$ cat config.mk
export PLATFORM = sky130hd
export DESIGN_NAME = fetch_stage_flat
export DESIGN_NICKNAME = d
export VERILOG_FILES = /design/src/rtl/fetch_pkg.sv /design/src/rtl/fetch_stage_if.sv /design/src/rtl/fetch_pc_gen.sv /design/src/rtl/fetch_stage.sv /design/src/flat_wrapper.sv
export SDC_FILE = /design/constraint.sdc
export NUM_CORES = 1
export LEC_CHECK = 0
export CELL_PAD_IN_SITES_DETAIL_PLACEMENT = 0
export CELL_PAD_IN_SITES_GLOBAL_PLACEMENT = 1
export CORE_MARGIN = 1
export CORE_UTILIZATION = 35
export DETAILED_ROUTE_END_ITERATION = 7
export PLACE_DENSITY_LB_ADDON = 0.08
export SLEW_MARGIN = 20
export SYNTH_ARGS = -nofsm -noshare
export SYNTH_HDL_FRONTEND = slang
export SYNTH_HIERARCHICAL = 1
export SYNTH_SLANG_ARGS = --single-unit
export TNS_END_PERCENT = 1
$ cat constraint.sdc
create_clock -name clk -period 3.9 [get_ports clk]
set_input_delay 0.78 -clock clk [delete_from_list [all_inputs] [get_ports clk]]
set_output_delay 0.78 -clock clk [all_outputs]
set_load 0.02 [all_outputs]
$ cat src/rtl/fetch_pkg.sv
// Shared types and constants for the RV64 instruction-fetch stage.
package fetch_pkg;

  localparam int unsigned XLEN    = 64;
  localparam int unsigned INSTR_W = 32;
  localparam logic [INSTR_W-1:0] NOP_INSTR = 32'h00000013;

  typedef enum logic [1:0] {
    RUN,
    DRAIN,
    HALT
  } fetch_state_t;

  typedef enum logic [1:0] {
    PC_HOLD,
    PC_SEQ,
    PC_TARGET
  } pc_sel_t;

  typedef struct packed {
    logic [XLEN-1:0]    pc;
    logic [XLEN-1:0]    pc_plus4;
    logic [INSTR_W-1:0] instr;
    logic               valid;
  } ifid_t;

  // A bubble keeps the stale PC fields; only valid/instr carry meaning.
  function automatic ifid_t ifid_bubble(input ifid_t cur);
    ifid_t b;
    b       = cur;
    b.instr = NOP_INSTR;
    b.valid = 1'b0;
    return b;
  endfunction

endpackage

$ cat src/rtl/fetch_stage_if.sv
// Bundle of the fetch stage's memory, hazard/redirect and IF/ID signals.
interface fetch_stage_if;
  import fetch_pkg::*;

  logic [XLEN-1:0]    imem_adr;
  logic [INSTR_W-1:0] imem_instr;
  logic               stall;
  logic               redirect;
  logic [XLEN-1:0]    redirect_target;
  logic               flush;
  logic [XLEN-1:0]    ifid_pc;
  logic [XLEN-1:0]    ifid_pc_plus4;
  logic [INSTR_W-1:0] ifid_instr;
  logic               ifid_valid;
  logic               fetch_fault;
  logic [31:0]        fetch_count;

  modport master (
    output imem_adr,
    input  imem_instr,
    input  stall,
    input  redirect,
    input  redirect_target,
    input  flush,
    output ifid_pc,
    output ifid_pc_plus4,
    output ifid_instr,
    output ifid_valid,
    output fetch_fault,
    output fetch_count
  );

  modport slave (
    input  imem_adr,
    output imem_instr,
    output stall,
    output redirect,
    output redirect_target,
    output flush,
    input  ifid_pc,
    input  ifid_pc_plus4,
    input  ifid_instr,
    input  ifid_valid,
    input  fetch_fault,
    input  fetch_count
  );

endinterface

$ cat src/rtl/fetch_pc_gen.sv
// PC register with next-PC mux; flags misaligned redirect targets and
// fetch addresses past the end of instruction memory.
module fetch_pc_gen
  import fetch_pkg::*;
#(
  parameter logic [XLEN-1:0] RESET_PC  = '0,
  parameter logic [XLEN-1:0] IMEM_SIZE = 64'd64
) (
  input  logic            clk,
  input  logic            reset,
  input  pc_sel_t         pc_sel,
  input  logic            redirect,
  input  logic [XLEN-1:0] redirect_target,
  output logic [XLEN-1:0] pc,
  output logic [XLEN-1:0] pc_plus4,
  output logic            bad_target,
  output logic            out_of_range
);

  localparam logic [XLEN-1:0] LAST_PC = IMEM_SIZE - 64'd4;

  if (RESET_PC[1:0] != 2'b00) begin : g_bad_reset_pc
    $error("fetch_pc_gen: RESET_PC must be 4-byte aligned");
  end
  if (IMEM_SIZE < 64'd4) begin : g_bad_imem_size
    $error("fetch_pc_gen: IMEM_SIZE must hold at least one instruction");
  end

  logic [XLEN-1:0] pc_next;

  assign pc_plus4     = pc + 64'd4;
  assign bad_target   = redirect && (redirect_target[1:0] != 2'b00);
  assign out_of_range = pc > LAST_PC;

  always_comb begin
    pc_next = pc;
    unique case (pc_sel)
      PC_SEQ:    pc_next = pc_plus4;
      PC_TARGET: pc_next = redirect_target;
      default:   pc_next = pc;
    endcase
  end

  always_ff @(posedge clk) begin
    if (reset) begin
      pc <= RESET_PC;
    end else begin
      pc <= pc_next;
    end
  end

endmodule

$ cat src/rtl/fetch_stage.sv
// Instruction-fetch stage: owns the PC, fills the IF/ID register, and
// faults after running past the program without a redirect to recover.
module fetch_stage
  import fetch_pkg::*;
#(
  parameter logic [XLEN-1:0] RESET_PC     = 64'h0,
  parameter logic [XLEN-1:0] IMEM_SIZE    = 64'd64,
  parameter int unsigned     DRAIN_CYCLES = 3
) (
  input  logic          clk,
  input  logic          reset,
  fetch_stage_if.master bus
);

  localparam int unsigned DW = (DRAIN_CYCLES < 2) ? 1 : $clog2(DRAIN_CYCLES + 1);

  if (DRAIN_CYCLES < 1) begin : g_bad_drain
    $error("fetch_stage: DRAIN_CYCLES must be at least 1");
  end

  fetch_state_t    state, state_next;
  pc_sel_t         pc_sel;
  ifid_t           ifid, ifid_next;
  logic            fault, fault_next;
  logic [DW-1:0]   drain_cnt, drain_next, drain_inc;
  logic [31:0]     count;
  logic            load;
  logic [XLEN-1:0] pc, pc_plus4;
  logic            bad_target, out_of_range;

  fetch_pc_gen #(
    .RESET_PC  (RESET_PC),
    .IMEM_SIZE (IMEM_SIZE)
  ) u_pc_gen (
    .clk             (clk),
    .reset           (reset),
    .pc_sel          (pc_sel),
    .redirect        (bus.redirect),
    .redirect_target (bus.redirect_target),
    .pc              (pc),
    .pc_plus4        (pc_plus4),
    .bad_target      (bad_target),
    .out_of_range    (out_of_range)
  );

  assign drain_inc = drain_cnt + DW'(1);

  always_comb begin
    state_next = state;
    pc_sel     = PC_HOLD;
    ifid_next  = ifid;
    fault_next = fault;
    drain_next = drain_cnt;
    load       = 1'b0;
    unique case (state)
      RUN: begin
        if (bad_target) begin
          state_next = HALT;
          fault_next = 1'b1;
          ifid_next  = ifid_bubble(ifid);
        end else if (bus.redirect) begin
          pc_sel    = PC_TARGET;
          ifid_next = ifid_bubble(ifid);
        end else if (out_of_range) begin
          // Word at an illegal address is never captured; PC parks here.
          state_next = DRAIN;
          drain_next = DW'(1);
          if (bus.flush || !bus.stall) ifid_next = ifid_bubble(ifid);
        end else begin
          pc_sel = bus.stall ? PC_HOLD : PC_SEQ;
          if (bus.flush) begin
            ifid_next = ifid_bubble(ifid);
          end else if (!bus.stall) begin
            load      = 1'b1;
            ifid_next = '{pc: pc, pc_plus4: pc_plus4, instr: bus.imem_instr, valid: 1'b1};
          end
        end
      end
      DRAIN: begin
        if (bad_target) begin
          state_next = HALT;
          fault_next = 1'b1;
          ifid_next  = ifid_bubble(ifid);
        end else if (bus.redirect) begin
          state_next = RUN;
          pc_sel     = PC_TARGET;
          drain_next = '0;
          ifid_next  = ifid_bubble(ifid);
        end else begin
          if (bus.flush || !bus.stall) ifid_next = ifid_bubble(ifid);
          if (32'(drain_inc) >= DRAIN_CYCLES) begin
            state_next = HALT;
            fault_next = 1'b1;
          end else begin
            drain_next = drain_inc;
          end
        end
      end
      HALT: begin
        fault_next = 1'b1;
        ifid_next  = ifid_bubble(ifid);
      end
      default: state_next = HALT;
    endcase
  end

  always_ff @(posedge clk) begin
    if (reset) begin
      state     <= RUN;
      ifid      <= '{pc: '0, pc_plus4: '0, instr: NOP_INSTR, valid: 1'b0};
      fault     <= 1'b0;
      drain_cnt <= '0;
      count     <= '0;
    end else begin
      state     <= state_next;
      ifid      <= ifid_next;
      fault     <= fault_next;
      drain_cnt <= drain_next;
      if (load && (count != '1)) count <= count + 32'd1;
    end
  end

  assign bus.imem_adr      = pc;
  assign bus.ifid_pc       = ifid.pc;
  assign bus.ifid_pc_plus4 = ifid.pc_plus4;
  assign bus.ifid_instr    = ifid.instr;
  assign bus.ifid_valid    = ifid.valid;
  assign bus.fetch_fault   = fault;
  assign bus.fetch_count   = count;

endmodule

$ cat src/flat_wrapper.sv
// flat-port wrapper written by rule: the top's interface ports become plain ports
module fetch_stage_flat import fetch_pkg::*;
#(
  parameter logic [XLEN-1:0] RESET_PC     = 64'h0,
  parameter logic [XLEN-1:0] IMEM_SIZE    = 64'd64,
  parameter int unsigned     DRAIN_CYCLES = 3
)
  (clk, reset, bus_imem_adr, bus_imem_instr, bus_stall, bus_redirect, bus_redirect_target, bus_flush, bus_ifid_pc, bus_ifid_pc_plus4, bus_ifid_instr, bus_ifid_valid, bus_fetch_fault, bus_fetch_count);
  fetch_stage_if bus_i ();
  input  logic clk;
  input  logic reset;
  output wire logic [$bits(bus_i.imem_adr)-1:0] bus_imem_adr;
  input wire logic [$bits(bus_i.imem_instr)-1:0] bus_imem_instr;
  input wire logic [$bits(bus_i.stall)-1:0] bus_stall;
  input wire logic [$bits(bus_i.redirect)-1:0] bus_redirect;
  input wire logic [$bits(bus_i.redirect_target)-1:0] bus_redirect_target;
  input wire logic [$bits(bus_i.flush)-1:0] bus_flush;
  output wire logic [$bits(bus_i.ifid_pc)-1:0] bus_ifid_pc;
  output wire logic [$bits(bus_i.ifid_pc_plus4)-1:0] bus_ifid_pc_plus4;
  output wire logic [$bits(bus_i.ifid_instr)-1:0] bus_ifid_instr;
  output wire logic [$bits(bus_i.ifid_valid)-1:0] bus_ifid_valid;
  output wire logic [$bits(bus_i.fetch_fault)-1:0] bus_fetch_fault;
  output wire logic [$bits(bus_i.fetch_count)-1:0] bus_fetch_count;
  assign bus_imem_adr = bus_i.imem_adr;
  assign bus_i.imem_instr = bus_imem_instr;
  assign bus_i.stall = bus_stall;
  assign bus_i.redirect = bus_redirect;
  assign bus_i.redirect_target = bus_redirect_target;
  assign bus_i.flush = bus_flush;
  assign bus_ifid_pc = bus_i.ifid_pc;
  assign bus_ifid_pc_plus4 = bus_i.ifid_pc_plus4;
  assign bus_ifid_instr = bus_i.ifid_instr;
  assign bus_ifid_valid = bus_i.ifid_valid;
  assign bus_fetch_fault = bus_i.fetch_fault;
  assign bus_fetch_count = bus_i.fetch_count;
  fetch_stage #(.RESET_PC(RESET_PC), .IMEM_SIZE(IMEM_SIZE), .DRAIN_CYCLES(DRAIN_CYCLES)) u_core (.clk(clk), .reset(reset), .bus(bus_i));
endmodule
# == Word level (Yosys, flattened, before mapping) ==
# Cells that the tools add are included.
# totals
regBits,262
in_bits,101
out_inout_bits,258
# op_classes
add_sub_neg,3
n_lt_le_gt_ge,2
n_eq_ne,20
mux,40
n_bitwise,1
reduce_logical,14
# ops
operator,n
2-to-1 mux 161 bit,7
one-hot mux 161 bit (3 select lines),1
one-hot mux 64 bit (2 select lines),1
"adder 64 x 3 -> 64 bit, second input constant",1
"greater-than comparator 64 x 6 -> 1 bit, second input constant",1
2-to-1 mux 33 bit,1
"adder 32 x 1 -> 32 bit, second input constant",1
"inequality test 32 bit, second input constant",1
2-to-1 mux 2 bit,15
"inequality test 3 x 2 -> 1 bit, second input constant",4
2-to-1 mux 1 bit,11
"inequality test 2 bit, second input constant",4
one-hot mux 2 bit (2 select lines),2
AND reduction 4 bit,2
AND reduction 8 bit,1
"inequality test 3 x 1 -> 1 bit, second input constant",2
"inequality test 6 x 4 -> 1 bit, second input constant",1
one-hot mux 2 bit (3 select lines),1
AND reduction 6 bit,1
nonzero test 2 bit,3
"equality test 2 x 1 -> 1 bit, second input constant",2
"equality test 2 bit, second input constant",2
"inequality test 2 x 1 -> 1 bit, second input constant",2
"inequality test 4 x 2 -> 1 bit, second input constant",1
other kinds (11),12

# == Logic depth before layout (Yosys ltp) ==
# depth
word_depth,7
ltp_mapped,19
depth_no_buf,16

# == Hierarchy ==
# Netlist, hierarchy kept.
# by_module_without_submodules
module,instances,cells_each,area_each_um2
fetch_stage,1,857,7667.4
fetch_pc_gen,1,713,5180.0

# == Worst setup path before layout ==
# No wires, ideal clock.
# synth_timing
path_kind,reg2reg
startpoint,register u_core.u_pc_gen.pc[2]
endpoint,register u_core.u_pc_gen.pc[55]
setup_ps,74
t_arrival_ps,3278
path_slack_ps,548
path_stages_with_launch,19
path_buffers,2
synth_period_minus_slack_ps,3352
cell_sequence,dfxtp_1 -> ha_1 -> and3_1 -> o21ai_0 -> nand3_1 -> nor4_1 -> nand3_1 -> clkbuf_1 -> nor2b_1 -> nand2_1 -> nor2_1 -> inv_1 -> ha_1 -> inv_1 -> nand2_1 -> clkbuf_1 -> nor2_1 -> or4b_1 -> a31oi_1
# synth_between
elab_chain_cells,7
# synth_lines
item,line_no,source
from (decl),fetch_pc_gen.sv:14,"output logic [XLEN-1:0] pc,"
from (signal assigned),fetch_pc_gen.sv:48,pc <= pc_next;
greater-than comparator 64 x 6 -> 1 bit (*),fetch_pc_gen.sv:33,assign out_of_range = pc > LAST_PC;
net u_core.out_of_range,fetch_stage.sv:29,"logic bad_target, out_of_range;"
2-to-1 mux 2 bit (*),fetch_stage.sv:64,end else if (out_of_range) begin
2-to-1 mux 2 bit (*),fetch_stage.sv:61,end else if (bus.redirect) begin
2-to-1 mux 2 bit (*),fetch_stage.sv:57,if (bad_target) begin
one-hot mux 2 bit (2 select lines) (*),fetch_stage.sv:55,unique case (state)
net u_core.pc_sel[0],fetch_stage.sv:22,pc_sel_t pc_sel;
equality test 2 bit or equality test 2 x 1 -> 1 bit (tied branches),fetch_pc_gen.sv:37,unique case (pc_sel)
one-hot mux 64 bit (2 select lines) or nonzero test 2 bit (tied branches),n/a,
# The timed path passes the listed nets; every way through them passes the cells marked *.
# A chain may end at the register's enable or synchronous reset.

# == Worst setup path after layout ==
# layout_timing
startpoint,register u_core.u_pc_gen.pc[2]
endpoint,register u_core.count[27] (netlist: u_core/bus.fetch_count[27])
# layout_between
elab_chain_cells,6
# layout_lines
item,line_no,source
greater-than comparator 64 x 6 -> 1 bit,fetch_pc_gen.sv:33,
net u_core.out_of_range,fetch_stage.sv:29,
2-to-1 mux 1 bit,fetch_stage.sv:64,
2-to-1 mux 1 bit,fetch_stage.sv:61,
2-to-1 mux 1 bit,fetch_stage.sv:57,
2-to-1 mux 1 bit,fetch_stage.sv:55,
logical AND 1 bit,fetch_stage.sv:119,if (load && (count != '1)) count <= count + 32'd1;
to (signal assigned),fetch_stage.sv:119,
to (decl),fetch_stage.sv:26,logic [31:0] count;
# The timed path passes the listed nets, and every way through them passes these cells.

==> flow_results.xml <==
<?xml version="1.0" encoding="UTF-8"?>
<metrics>
  <group name="status">
    <metric name="outcome" unit="">finished clean</metric>
  </group>
  <group name="setup_path">
    <metric name="slowest_stage" unit="">sky130_fd_sc_hd__nor4_1</metric>
    <metric name="timing_worst_setup_path_type" unit="">reg -&gt; reg</metric>
    <metric name="regToRegStartpoint" unit="">u_core/u_pc_gen/pc[2]</metric>
    <metric name="reg_to_reg_end" unit="">u_core/bus.fetch_count[27]</metric>
    <metric name="worstPathCellList" unit="">ha_1 -&gt; and3_1 -&gt; o21ai_0 -&gt; nand3_1 -&gt; nor4_1 -&gt; nand3_1 -&gt; buf_4 -&gt; nor2_1 -&gt; and3_1 -&gt; nand3_1 -&gt; nor4_1 -&gt; mux2_2</metric>
    <metric name="worst_path_most_repeated_cell" unit="">sky130_fd_sc_hd__nand3_1</metric>
    <metric name="crit_start" unit="">u_core/u_pc_gen/pc[2]</metric>
    <metric name="critical_path.endpoint_type" unit="">flop</metric>
    <metric name="slowest_delay" unit="ns">0.39</metric>
    <metric name="worst_setup_path_endpoint" unit="">u_core/bus.fetch_count[27]</metric>
    <metric name="worstPathArrival" unit="ns">4.13</metric>
    <metric name="setup.reg_to_reg.worst_slack" unit="ns">0.21</metric>
    <metric name="crit_path_start_kind" unit="">flop</metric>
    <metric name="reg2regPathDepth" unit="">12</metric>
    <metric name="cp.required" unit="ns">4.34</metric>
    <metric name="crit_path_max_fanout" unit="">8</metric>
  </group>
  <group name="sta">
    <metric name="final_max_slew_viol_count" unit="">0</metric>
    <metric name="grt_setup_unrepaired" unit="">no</metric>
    <metric name="fin_crit" unit="ns">3.69</metric>
    <metric name="tightest_pin_transition" unit="ns">1.05</metric>
    <metric name="finalClockSkew" unit="ns">0.0300</metric>
    <metric name="clock.fmax" unit="GHz">0.271</metric>
    <metric name="max_slew_margin" unit="">0.300</metric>
    <metric name="hold_viol_final" unit="">0</metric>
    <metric name="timing.final.crit_share" unit="">0.947</metric>
    <metric name="finalSetupViolCount" unit="">0</metric>
    <metric name="tns" unit="ns">0</metric>
  </group>
  <group name="global_route">
    <metric name="track_usage" unit="">0.246</metric>
    <metric name="antenna_found_initial" unit="">5</metric>
    <metric name="global_route_wire_length_before_repair" unit="um">74300</metric>
    <metric name="maximum_number_of_pins_on_one_net_before_global_route_repair" unit="">120</metric>
    <metric name="via_count_of_the_first_global_routing_pass" unit="">12600</metric>
    <metric name="globalRouteOverflowTotal" unit="">0</metric>
  </group>
  <group name="power_and_ir_drop">
    <metric name="totalPowerFinal" unit="W">0.0102</metric>
    <metric name="pwr_density_cell" unit="nW/um^2">558</metric>
    <metric name="lkg_pwr" unit="nW">6.11</metric>
    <metric name="irDropWorstVdd" unit="mV">0.708</metric>
  </group>
  <group name="clock_tree">
    <metric name="ctsRootBufferMaster" unit="">sky130_fd_sc_hd__clkbuf_16</metric>
    <metric name="post-cts-setup-buffers" unit="">0</metric>
    <metric name="clk_sinks" unit="">262</metric>
    <metric name="tritoncts.num_buffers" unit="">31</metric>
    <metric name="tritoncts" unit="">yes</metric>
    <metric name="number_of_h_tree_levels" unit="">1</metric>
    <metric name="clock_path_buffers" unit="">3</metric>
    <metric name="worst_skew_pair.late_latency" unit="ns">0.57</metric>
    <metric name="clk_pin_slew" unit="ns">0.06</metric>
  </group>
  <group name="placed_design">
    <metric name="postPlaceCellArea" unit="um^2">17200</metric>
    <metric name="buffer_ports.inserted" unit="">358</metric>
    <metric name="placer_congestion_estimate" unit="">0.840</metric>
    <metric name="dpl.hpwl" unit="um">32900</metric>
  </group>
  <group name="die">
    <metric name="die_area" unit="um^2">37500</metric>
    <metric name="boundaryPins" unit="">359</metric>
    <metric name="rows" unit="">69</metric>
    <metric name="core_region_area" unit="um^2">35800</metric>
    <metric name="chipWidth" unit="um">194</metric>
    <metric name="die_h" unit="um">194</metric>
    <metric name="floorplan.initialDensity" unit="">0.359</metric>
  </group>
  <group name="logic_synthesis">
    <metric name="syn-instance-count" unit="">1570</metric>
    <metric name="synth.lib_cells_used.distinct" unit="">67</metric>
    <metric name="synth_sequential_area_ratio" unit="">0.408</metric>
    <metric name="synthesis.yosys.warnings" unit="">6</metric>
    <metric name="async_reset_ff_frac" unit="">0</metric>
    <metric name="syn-cell-area" unit="um^2">12800</metric>
    <metric name="synth_top_area_share" unit="">0.408</metric>
    <metric name="edff_count_synth" unit="">0</metric>
    <metric name="yosys_register_bits" unit="">262</metric>
    <metric name="synth.largest_area_cell" unit="">sky130_fd_sc_hd__dfxtp_1</metric>
    <metric name="syn-mean-instance-area" unit="um^2">8.18</metric>
    <metric name="synth_top_cells_by_area" unit="">sky130_fd_sc_hd__dfxtp_1 41%, sky130_fd_sc_hd__a22oi_1 9.4%, sky130_fd_sc_hd__nor2_1 7.1%</metric>
    <metric name="synth_top_flop_cell" unit="">sky130_fd_sc_hd__dfxtp_1</metric>
    <metric name="synthesis.nets" unit="">1680</metric>
  </group>
  <group name="flow_run">
    <metric name="cap_violations" unit="">0</metric>
  </group>
  <group name="layout">
    <metric name="nNetsFinal" unit="">2014</metric>
    <metric name="final_layout_size_suffix_gt1_frac" unit="">0.0901</metric>
    <metric name="most-common-layout-cells" unit="">357 x sky130_fd_sc_hd__clkdlybuf4s50_1, 262 x sky130_fd_sc_hd__dfxtp_1, 243 x sky130_fd_sc_hd__nor2_1, 161 x sky130_fd_sc_hd__a22oi_1, 97 x sky130_fd_sc_hd__a21oi_1</metric>
    <metric name="layout_commonest_cell" unit="">sky130_fd_sc_hd__clkdlybuf4s50_1</metric>
    <metric name="final_cell_area" unit="um^2">18200</metric>
    <metric name="syn2layout_area_growth" unit="%">41.7</metric>
  </group>
  <group name="drt">
    <metric name="detail_route.wl_per_cell" unit="um">20.0</metric>
    <metric name="drt-vias-per-instance" unit="">5.58</metric>
    <metric name="route.vias.total" unit="">13300</metric>
    <metric name="drcViolationCount" unit="">0</metric>
    <metric name="route.antenna.remaining_nets" unit="">0</metric>
    <metric name="count_of_routing_violations_after_the_opening_detailed_route_iteration" unit="">996</metric>
    <metric name="detail_route.first_pass.iterations" unit="">5</metric>
    <metric name="totalWireLength" unit="um">47700</metric>
  </group>
  <group name="worst_hold_path">
    <metric name="hp_class" unit="">reg -&gt; reg</metric>
  </group>
</metrics>
worst min path at each step:
stage                      startpoint  cells after the start  slack, ns                      to
4_1_cts        u_core/bus.fetch_fault                      2       0.45  u_core/bus.fetch_fault
2_1_floorplan     u_core/drain_cnt[1]                      2       0.46     u_core/drain_cnt[1]
3_5_place_dp   u_core/bus.fetch_fault                      2       0.44  u_core/bus.fetch_fault
3_3_place_gp   u_core/bus.fetch_fault                      2       0.44  u_core/bus.fetch_fault
5_1_grt        u_core/bus.fetch_fault                      2       0.48  u_core/bus.fetch_fault
6_report       u_core/bus.fetch_fault                      2       0.45  u_core/bus.fetch_fault
routing by layer:
metal,part of all wire,vias up,global-route usage
met5,0.00055,-,0
met4,0.025,4,0.0649
met3,0.075,66,0.0607
met2,0.45,459,0.381
met1,0.45,6375,0.338
li1,-,6414,-
sequential cells by signal, summed over array words and instances (netlist names):
| signal | count |
|---|---|
| u_core/bus.fetch_count | 32 |
| u_core/bus.ifid_pc | 64 |
| u_core/bus.ifid_valid | 1 |
| u_core/drain_cnt | 2 |
| u_core/bus.ifid_instr | 32 |
| u_core/bus.ifid_pc_plus4 | 64 |
| u_core/u_pc_gen/pc | 64 |
| u_core/state | 2 |
| u_core/bus.fetch_fault | 1 |
metrics by stage:
step	utilization	hold WS (ns)	setup slack, ns	std cells
floorplan	-	0.465	0.548	1570
global placement	0.480	0.437	0.285	2332
detailed placement	0.480	0.442	0.228	2332
CTS	0.508	0.451	0.175	2382
global route	0.508	0.482	0.0280	2383
finish	0.508	0.450	0.206	2385
final cells by class:
class / instances / area, um^2
fillers: 3470 / 17600
multi-input cells: 1125 / 6880
flip-flops and latches: 262 / 5250
repair buffers: 452 / 4370
clock buffers: 43 / 891
well taps: 461 / 577
inverters: 32 / 120
clock inverters: 7 / 114
diodes: 3 / 7.51
critical path, delay by kind of cell (launching register included):
kind	cells	cell delay [ns]
flops	1	0.32
buf+inv	1	0.21
fa+ha+maj	1	0.26
mux	1	0.37
compound gates	1	0.18
simple gates	8	2.20
power breakdown:
group	internal (W)	switching [W]	leakage [nW]
clock	0.00176	0.00115	0.497
combinational	0.00162	0.00261	3.50
sequential	0.00287	0.000154	2.11
synth_stat cells (5+ instances only):
library cell and n:
sky130_fd_sc_hd__a21o_1 9, sky130_fd_sc_hd__a21oi_1 97, sky130_fd_sc_hd__a22oi_1 161, sky130_fd_sc_hd__a31oi_1 30, sky130_fd_sc_hd__and3_1 10, sky130_fd_sc_hd__and4_1 6, sky130_fd_sc_hd__buf_2 43, sky130_fd_sc_hd__clkbuf_1 99
sky130_fd_sc_hd__dfxtp_1 262, sky130_fd_sc_hd__ha_1 9, sky130_fd_sc_hd__inv_1 31, sky130_fd_sc_hd__mux2i_1 8, sky130_fd_sc_hd__nand2_1 71, sky130_fd_sc_hd__nand2b_1 6, sky130_fd_sc_hd__nand3_1 60, sky130_fd_sc_hd__nand4_1 41
sky130_fd_sc_hd__nor2_1 243, sky130_fd_sc_hd__nor2b_1 10, sky130_fd_sc_hd__nor3_1 20, sky130_fd_sc_hd__nor3b_1 34, sky130_fd_sc_hd__nor4_1 27, sky130_fd_sc_hd__nor4_2 5, sky130_fd_sc_hd__o211ai_1 24, sky130_fd_sc_hd__o21ai_0 43
sky130_fd_sc_hd__o31ai_1 14, sky130_fd_sc_hd__or2_2 6, sky130_fd_sc_hd__or3_1 26, sky130_fd_sc_hd__or4_1 31, sky130_fd_sc_hd__xnor2_1 33, sky130_fd_sc_hd__xor2_1 30
cells by family (layout without fill, tap and decap cells):
logic type | after synthesis | after routing | synth area share
xor gates and xnor gates | 63 | 63 | 0.0429
AOI/OAI and AO/OA | 419 | 419 | 0.218
DFF | 262 | 262 | 0.408
buffers and inverters | 183 | 534 | 0.0591
adders and majority gates | 9 | 9 | 0.00877
and+or+nand+nor | 622 | 622 | 0.253
muxes | 12 | 12 | 0.00974
other | 0 | 3 | 0
what timing repair did:
item,4_1_cts,5_1_grt
resized for setup,0,1
hold buffers,0,0
endpoints found under the setup margin,0,2
No activity file was read; power rests on OpenSTA's default activity.
